## src/rtl/sha_block_reader.sv

```systemverilog
// sha_block_reader: fetches one SHA message block of WORDS 32-bit words from a
// BRAM-style read interface and presents it as one wide vector.
// Ports:
//   axi_clk, axi_rst         clock, asynchronous active-high reset
//   start, base_addr         fetch request and byte address of word 0
//   busy                     high while fetching (REQ/WAIT)
//   sha_start_read           one-cycle read strobe per word
//   sha_bram_addr            byte address of the word being read
//   sha_bram_read_data       read data, valid when bram_complete is high
//   bram_complete            read transaction finished
//   msg_block                assembled block, word 0 in the top 32 bits
//   block_valid, block_ack   block handshake with the consumer
//   timeout_err              sticky flag: a word read did not complete in time
module sha_block_reader #(
  parameter int unsigned WORDS     = 16,
  parameter int unsigned ADDR_STEP = 4,
  parameter int unsigned TIMEOUT   = 255
) (
  input  logic                  axi_clk,
  input  logic                  axi_rst,
  input  logic                  start,
  input  logic [31:0]           base_addr,
  output logic                  busy,
  output logic                  sha_start_read,
  output logic [31:0]           sha_bram_addr,
  input  logic [31:0]           sha_bram_read_data,
  input  logic                  bram_complete,
  output logic [32*WORDS-1:0]   msg_block,
  output logic                  block_valid,
  input  logic                  block_ack,
  output logic                  timeout_err
);

  localparam int unsigned BW = 32 * WORDS;
  localparam int unsigned IW = (WORDS > 1) ? $clog2(WORDS) : 1;
  localparam int unsigned CW = (TIMEOUT > 1) ? $clog2(TIMEOUT + 1) : 1;

  typedef enum logic [2:0] {
    S_IDLE,
    S_REQ,
    S_WAIT,
    S_DONE,
    S_ERR
  } state_t;

  state_t         state, state_n;
  logic [IW-1:0]  idx, idx_n;
  logic [CW-1:0]  wait_cnt, wait_cnt_n;
  logic [31:0]    addr_n;
  logic           wr_en;
  logic           busy_n;
  logic           start_read_n;
  logic           block_valid_n;
  logic           timeout_err_n;
  logic [31:0]    word_q [WORDS];

  // Next-state, next-output and word-store decode
  always_comb begin
    state_n       = state;
    idx_n         = idx;
    wait_cnt_n    = wait_cnt;
    addr_n        = sha_bram_addr;
    wr_en         = 1'b0;

    case (state)
      S_IDLE: begin
        if (start) begin
          state_n = S_REQ;
          idx_n   = '0;
          addr_n  = base_addr;
        end
      end
      S_REQ: begin
        state_n    = S_WAIT;
        wait_cnt_n = '0;
      end
      S_WAIT: begin
        if (bram_complete) begin
          wr_en = 1'b1;
          if (idx == IW'(WORDS - 1)) begin
            state_n = S_DONE;
          end else begin
            state_n = S_REQ;
            idx_n   = idx + IW'(1);
            // Address advances incrementally; 32-bit arithmetic wraps naturally
            addr_n  = sha_bram_addr + 32'(ADDR_STEP);
          end
        end else if (wait_cnt == CW'(TIMEOUT - 1)) begin
          state_n = S_ERR;
        end else begin
          wait_cnt_n = wait_cnt + CW'(1);
        end
      end
      S_DONE: begin
        if (block_ack) state_n = S_IDLE;
      end
      S_ERR: begin
        if (start) begin
          state_n = S_REQ;
          idx_n   = '0;
          addr_n  = base_addr;
        end
      end
      default: state_n = S_IDLE;
    endcase

    // Outputs are registered from the next state so they align with it
    busy_n        = (state_n == S_REQ) || (state_n == S_WAIT);
    start_read_n  = (state_n == S_REQ);
    block_valid_n = (state_n == S_DONE);
    timeout_err_n = (state_n == S_ERR);
  end

  // State and output registers
  always_ff @(posedge axi_clk or posedge axi_rst) begin
    if (axi_rst) begin
      state          <= S_IDLE;
      idx            <= '0;
      wait_cnt       <= '0;
      sha_bram_addr  <= '0;
      busy           <= 1'b0;
      sha_start_read <= 1'b0;
      block_valid    <= 1'b0;
      timeout_err    <= 1'b0;
      for (int i = 0; i < int'(WORDS); i++) word_q[i] <= '0;
    end else begin
      state          <= state_n;
      idx            <= idx_n;
      wait_cnt       <= wait_cnt_n;
      sha_bram_addr  <= addr_n;
      busy           <= busy_n;
      sha_start_read <= start_read_n;
      block_valid    <= block_valid_n;
      timeout_err    <= timeout_err_n;
      if (wr_en) word_q[idx] <= sha_bram_read_data;
    end
  end

  // Word 0 occupies the most-significant 32 bits
  for (genvar i = 0; i < int'(WORDS); i++) begin : g_pack
    assign msg_block[BW-1-32*i -: 32] = word_q[i];
  end

endmodule

```

## config.mk

```make
export PLATFORM = sky130hd
export DESIGN_NAME = sha_block_reader
export DESIGN_NICKNAME = d
export VERILOG_FILES = /design/src/rtl/sha_block_reader.sv
export SDC_FILE = /design/constraint.sdc
export NUM_CORES = 1
export LEC_CHECK = 0
export ABC_AREA = 0
export BUFFER_PORTS_ARGS = -buffer_cell sky130_fd_sc_hd__clkbuf_2
export CORE_AREA = 2 2 242 244
export CTS_CLUSTER_DIAMETER = 30
export CTS_CLUSTER_SIZE = 16
export DETAILED_ROUTE_END_ITERATION = 10
export DIE_AREA = 0 0 244 246
export RECOVER_POWER = 25
export SLEW_MARGIN = 0
export SYNTH_ARGS = -nofsm -noshare
export SYNTH_HDL_FRONTEND = slang
export SYNTH_SLANG_ARGS = --single-unit
```

## constraint.sdc

```tcl
create_clock -name axi_clk -period 28.1 [get_ports axi_clk]
set_input_delay 5.62 -clock axi_clk [delete_from_list [all_inputs] [get_ports axi_clk]]
set_output_delay 5.62 -clock axi_clk [all_outputs]
set_load 0.005 [all_outputs]
```

# ---- Yosys cells after proc, flatten, opt, wreduce, memory -nomap -nowiden
# Index checks and enable logic that the tools add are counted.
dict set report word_totals {
  input_bits 69
  elab_cells 75
  ff_bits 563
}
dict set report op_classes {
  mux 22
  eq_ne 15
  n_reduce_logical 8
  bitwise 1
  magnitude_cmp 2
  addsub 3
}
# operator count
set ops {}
lappend ops {{512-bit bitwise mux} 1}
lappend ops {{32-bit demux with 4-bit select} 1}
lappend ops {{32-bit 2-to-1 mux} 4}
lappend ops {{32-bit case mux with 2 select lines} 1}
lappend ops {{32-bit by 3-bit adder with 32-bit output, second input constant} 1}
lappend ops {{8-bit 2-to-1 mux} 2}
lappend ops {{8-bit case mux with 2 select lines} 1}
lappend ops {{3-bit by 2-bit == test with 1-bit output, second input constant} 4}
lappend ops {{3-bit 2-to-1 mux} 4}
lappend ops {{4-bit 2-to-1 mux} 3}
lappend ops {{3-bit case mux with 4 select lines} 1}
lappend ops {{8-bit by 1-bit adder with 8-bit output, second input constant} 1}
lappend ops {{8-bit == test, second input constant} 1}
lappend ops {{2-bit != test, second input constant} 4}
lappend ops {{4-bit case mux with 2 select lines} 1}
lappend ops {{3-bit by 1-bit == test with 1-bit output, second input constant} 2}
lappend ops {{3-bit == test, second input constant} 2}
lappend ops {{5-bit greater-or-equal comparator, second input constant} 1}
lappend ops {{5-bit by 1-bit < comparator with 1-bit output, second input constant} 1}
lappend ops {{4-bit inverter with 5-bit output} 1}
lappend ops {{4-bit by 1-bit adder with 4-bit output, second input constant} 1}
lappend ops {{4-bit == test, second input constant} 1}
lappend ops {{4-bit AND reduction} 1}
lappend ops {{2-bit nonzero test} 2}
lappend ops {{8 further kinds} 9}

# ---- Logic depth before layout (Yosys ltp)
dict set report logic_depth {
  depth_word 6
  mapped_depth 7
  ltp_nobuf 7
}

# ---- Worst setup path after synthesis
# OpenSTA, ideal clock, no wires.
dict set report synth_timing {
  path_type {input -> register}
  from {input port bram_complete}
  to {register word_q, in the netlist msg_block[182]}
  path_buffers 2
  setup_slack_ps 21141
  arrival_time_ps 6834
  cell_stages 6
  setup_ps 125
  path_cell_list {and4bb_1 buf_2 and2_1 nand2_1 buf_2 mux2_2}
}
dict set report synth_between {
  elab_chain_len 2
}
# item line_no
set synth_rtl {}
lappend synth_rtl {{from (decl)} 27} ;# input logic bram_complete,
lappend synth_rtl {{1-bit 2-to-1 mux} 78} ;# if (bram_complete) begin
lappend synth_rtl {{1-bit 2-to-1 mux} 65} ;# case (state)
lappend synth_rtl {{to (signal, indexed assignment)} 135} ;# if (wr_en) word_q[idx] <= sha_bram_read_data;
lappend synth_rtl {{to (decl)} 55} ;# logic [31:0] word_q [WORDS];
# No other way between the ends.
# A chain may end at the register's enable or synchronous reset.

==> impl_metrics.json <==
{
  "drive_gt1_share_pct": 55.1,
  "antenna_found_initial": 0,
  "totalWireLength_um": 69100,
  "grt_setup_unrepaired": "false",
  "syn_area_um2": 22100,
  "end_kind": "asynchronous set/reset pin",
  "cp_common_cell": "buf_4",
  "cts-root-buf": "clkbuf_16",
  "pre_cts_slack_ns": 18.32,
  "wl_per_cell_um": 23.2,
  "finClkSkew_ns": 0.0183,
  "ys_warn_count": 0,
  "synthArstFlopShare_pct": 100,
  "powerDensity_nw_per_um2": 101,
  "total_power_mw": 3.04,
  "initial_core_util_pct": 38.5,
  "grt_max_degree": 124,
  "boundaryPins": 617,
  "final.fill_count": 5003,
  "synth_edf_count": 0,
  "clk-insertion-delay-late_ns": 0.65,
  "finalCriticalPeriod_ns": 13.29,
  "layout.nets": 2190,
  "clk_pin_slew_worst_paths_ns": 0.05,
  "synth_cell_types": 61,
  "area_growth_pct": 35.9,
  "dp_hpwl_um": 47900,
  "worst-path-buf-inv": 6,
  "min_path_type": "register to register",
  "gp_congestion": 0.846,
  "worst_pin_slew_ns": 5.45,
  "synth_top_area_cell": "dfrtp_1",
  "grt_first_pass_wirelength_um": 103000,
  "critPathLaunchType": "input port",
  "ys_seq_area_share_pct": 63.8,
  "criticalPathCategory": "input port to asynchronous set/reset pin",
  "setup_viol_count_final": 0,
  "synth_fp_nets": 1542,
  "yosys-top-cells-count": "dfrtp_1 (563), mux2_2 (484), buf_2 (57), nand2_1 (46), clkbuf_1 (45)",
  "numCtsBuffers": 116,
  "yosysMostFrequentCell": "dfrtp_1",
  "yosys-top-cells-area": "dfrtp_1 (64%), mux2_2 (25%), mux2_1 (1.6%)",
  "dr.first_iter.drc_count": 659,
  "tns_ns": 0,
  "cp_max_fo": 123,
  "clock_path_buffers": 3,
  "maxSlewViolCount": 225,
  "globalRoute.totalOverflow": 0,
  "path_cells": "clkbuf_2 > clkinvlp_2 > clkbuf_1 > buf_4 > buf_4 > buf_4",
  "status": "finished, violations left",
  "syn_area_per_cell_um2": 15.1,
  "hold_viol_final": 0,
  "synth_seq_cells": 563,
  "placementRows": 88,
  "portBuffers": 616,
  "cpMaxStageDelayCell": "clkinvlp_2",
  "ant_nets": 0,
  "die_x_um": 244,
  "slowest_delay_ns": 3.01,
  "synthFlopType": "dfrtp_1",
  "worstPathRequired_ns": 28.77,
  "layout_setup_ws_ns": 14.81,
  "postPlaceCellArea_um2": 25800,
  "die_h_um": 246,
  "arrival_ns": 13.96,
  "slew_headroom_pct": -265,
  "cap_viol_max_count": 3,
  "synth.top_cell.area_share_pct": 63.8,
  "violations": "capacitance limit, slew limit",
  "cts_resized": 0,
  "dr.pass1.iters": 4,
  "finalCritPeriodShare_pct": 47.3,
  "core_area_um2": 57400,
  "p_leak_nw": 15.8,
  "cts_num_sinks": 563,
  "fin_area_um2": 30000,
  "ir_drop_mv": 0.0593,
  "cpLargestDelayFamily": "buffers and inverters",
  "syn_inst": 1466,
  "viasPerCell": 5.03,
  "route.detailed.drc": 0,
  "fmax_mhz": 75.2,
  "vias": 14990,
  "cts_setup_buffers": 0,
  "cts_tree": "built",
  "hold_buffers": 0,
  "grt_pass1_vias": 15865,
  "htreeDepth": 3,
  "grt_use_total_pct": 22.8,
  "dieArea_um2": 60000
}
layout make-up:
type	count	area [um^2]	area share (%)
multi-input combinational	790	7520	25.1
clock inverter	70	1090	3.64
tap	765	957	3.19
sequential	563	14100	46.9
clock buffer	148	3270	10.9
inverter	10	38.8	0.129
timing repair buffer	633	3030	10.1
antenna	1	2.50	0.00834
worst paths after layout:
path                                             from                         end  slack (ns)  depth (start not counted)
setup reg to reg                   idx[0]$_DFFE_PP0P_          state[1]$_DFF_PP0_       24.26                          6
max in group axi_clk                    bram_complete          state[1]$_DFF_PP0_       19.79                          6
min in group asynchronous                     axi_rst  msg_block[125]$_DFFE_PP0P_        6.64                          2
hold / removal             msg_block[494]$_DFFE_PP0P_  msg_block[494]$_DFFE_PP0P_        0.49                          1
setup / recovery                              axi_rst  msg_block[362]$_DFFE_PP0P_       14.81                          6
hold reg to reg            msg_block[494]$_DFFE_PP0P_  msg_block[494]$_DFFE_PP0P_        0.49                          1
logic make-up after synthesis:
group / Yosys count / share of synthesized area, %
AOI/OAI and AO/OA: 92 / 2.77
xor gates and xnor gates: 8 / 0.317
adders and majority gates: 7 / 0.397
buffers and inverters: 113 / 2.26
DFF: 563 / 63.8
muxes: 517 / 26.4
and+or+nand+nor: 166 / 4.10
per-layer routing:
metal,global-route usage [%],up-vias,wire length (um)
met5,0,-,0
met4,9.85,0,2380
met3,5.95,110,4490
met2,38.3,535,34300
met1,27.7,7773,28000
li1,-,6572,-
per-stage QoR:
step	instances	hold slack [ns]	utilization (%)
after global placement	2761	0.475	45.0
after detailed placement	2761	0.481	45.0
after global routing	2979	0.504	52.3
after CTS	2979	0.491	52.6
after floorplan	1466	0.470	-
final	2980	0.486	52.3
sequential cells by signal, summed over array words and instances, names as in the netlist:
name	flops
block_valid	1
busy	1
idx	4
msg_block	512
sha_bram_addr	32
sha_start_read	1
state	3
timeout_err	1
wait_cnt	8
report_power, final:
| group | internal [mW] | leakage [nW] | switching (mW) |
|---|---|---|---|
| registers | 0.958 | 7.61 | 0.101 |
| clock network | 1.04 | 2.12 | 0.449 |
| logic | 0.228 | 6.06 | 0.263 |
| total | 2.23 | 15.8 | 0.813 |
cells in the final DEF (no fill, tap or decap), drive strengths merged, types with 14 or more instances in the layout:
cell type	n
mux2	515
bufinv	24
inv	16
clkinv	28
a21oi	25
nor2	38
nand2	46
dfrtp	563
nand3	21
buf	18
clkbuf	763
o21ai	16
nand4	14
Note: power is estimated with default switching activity, not from simulation.
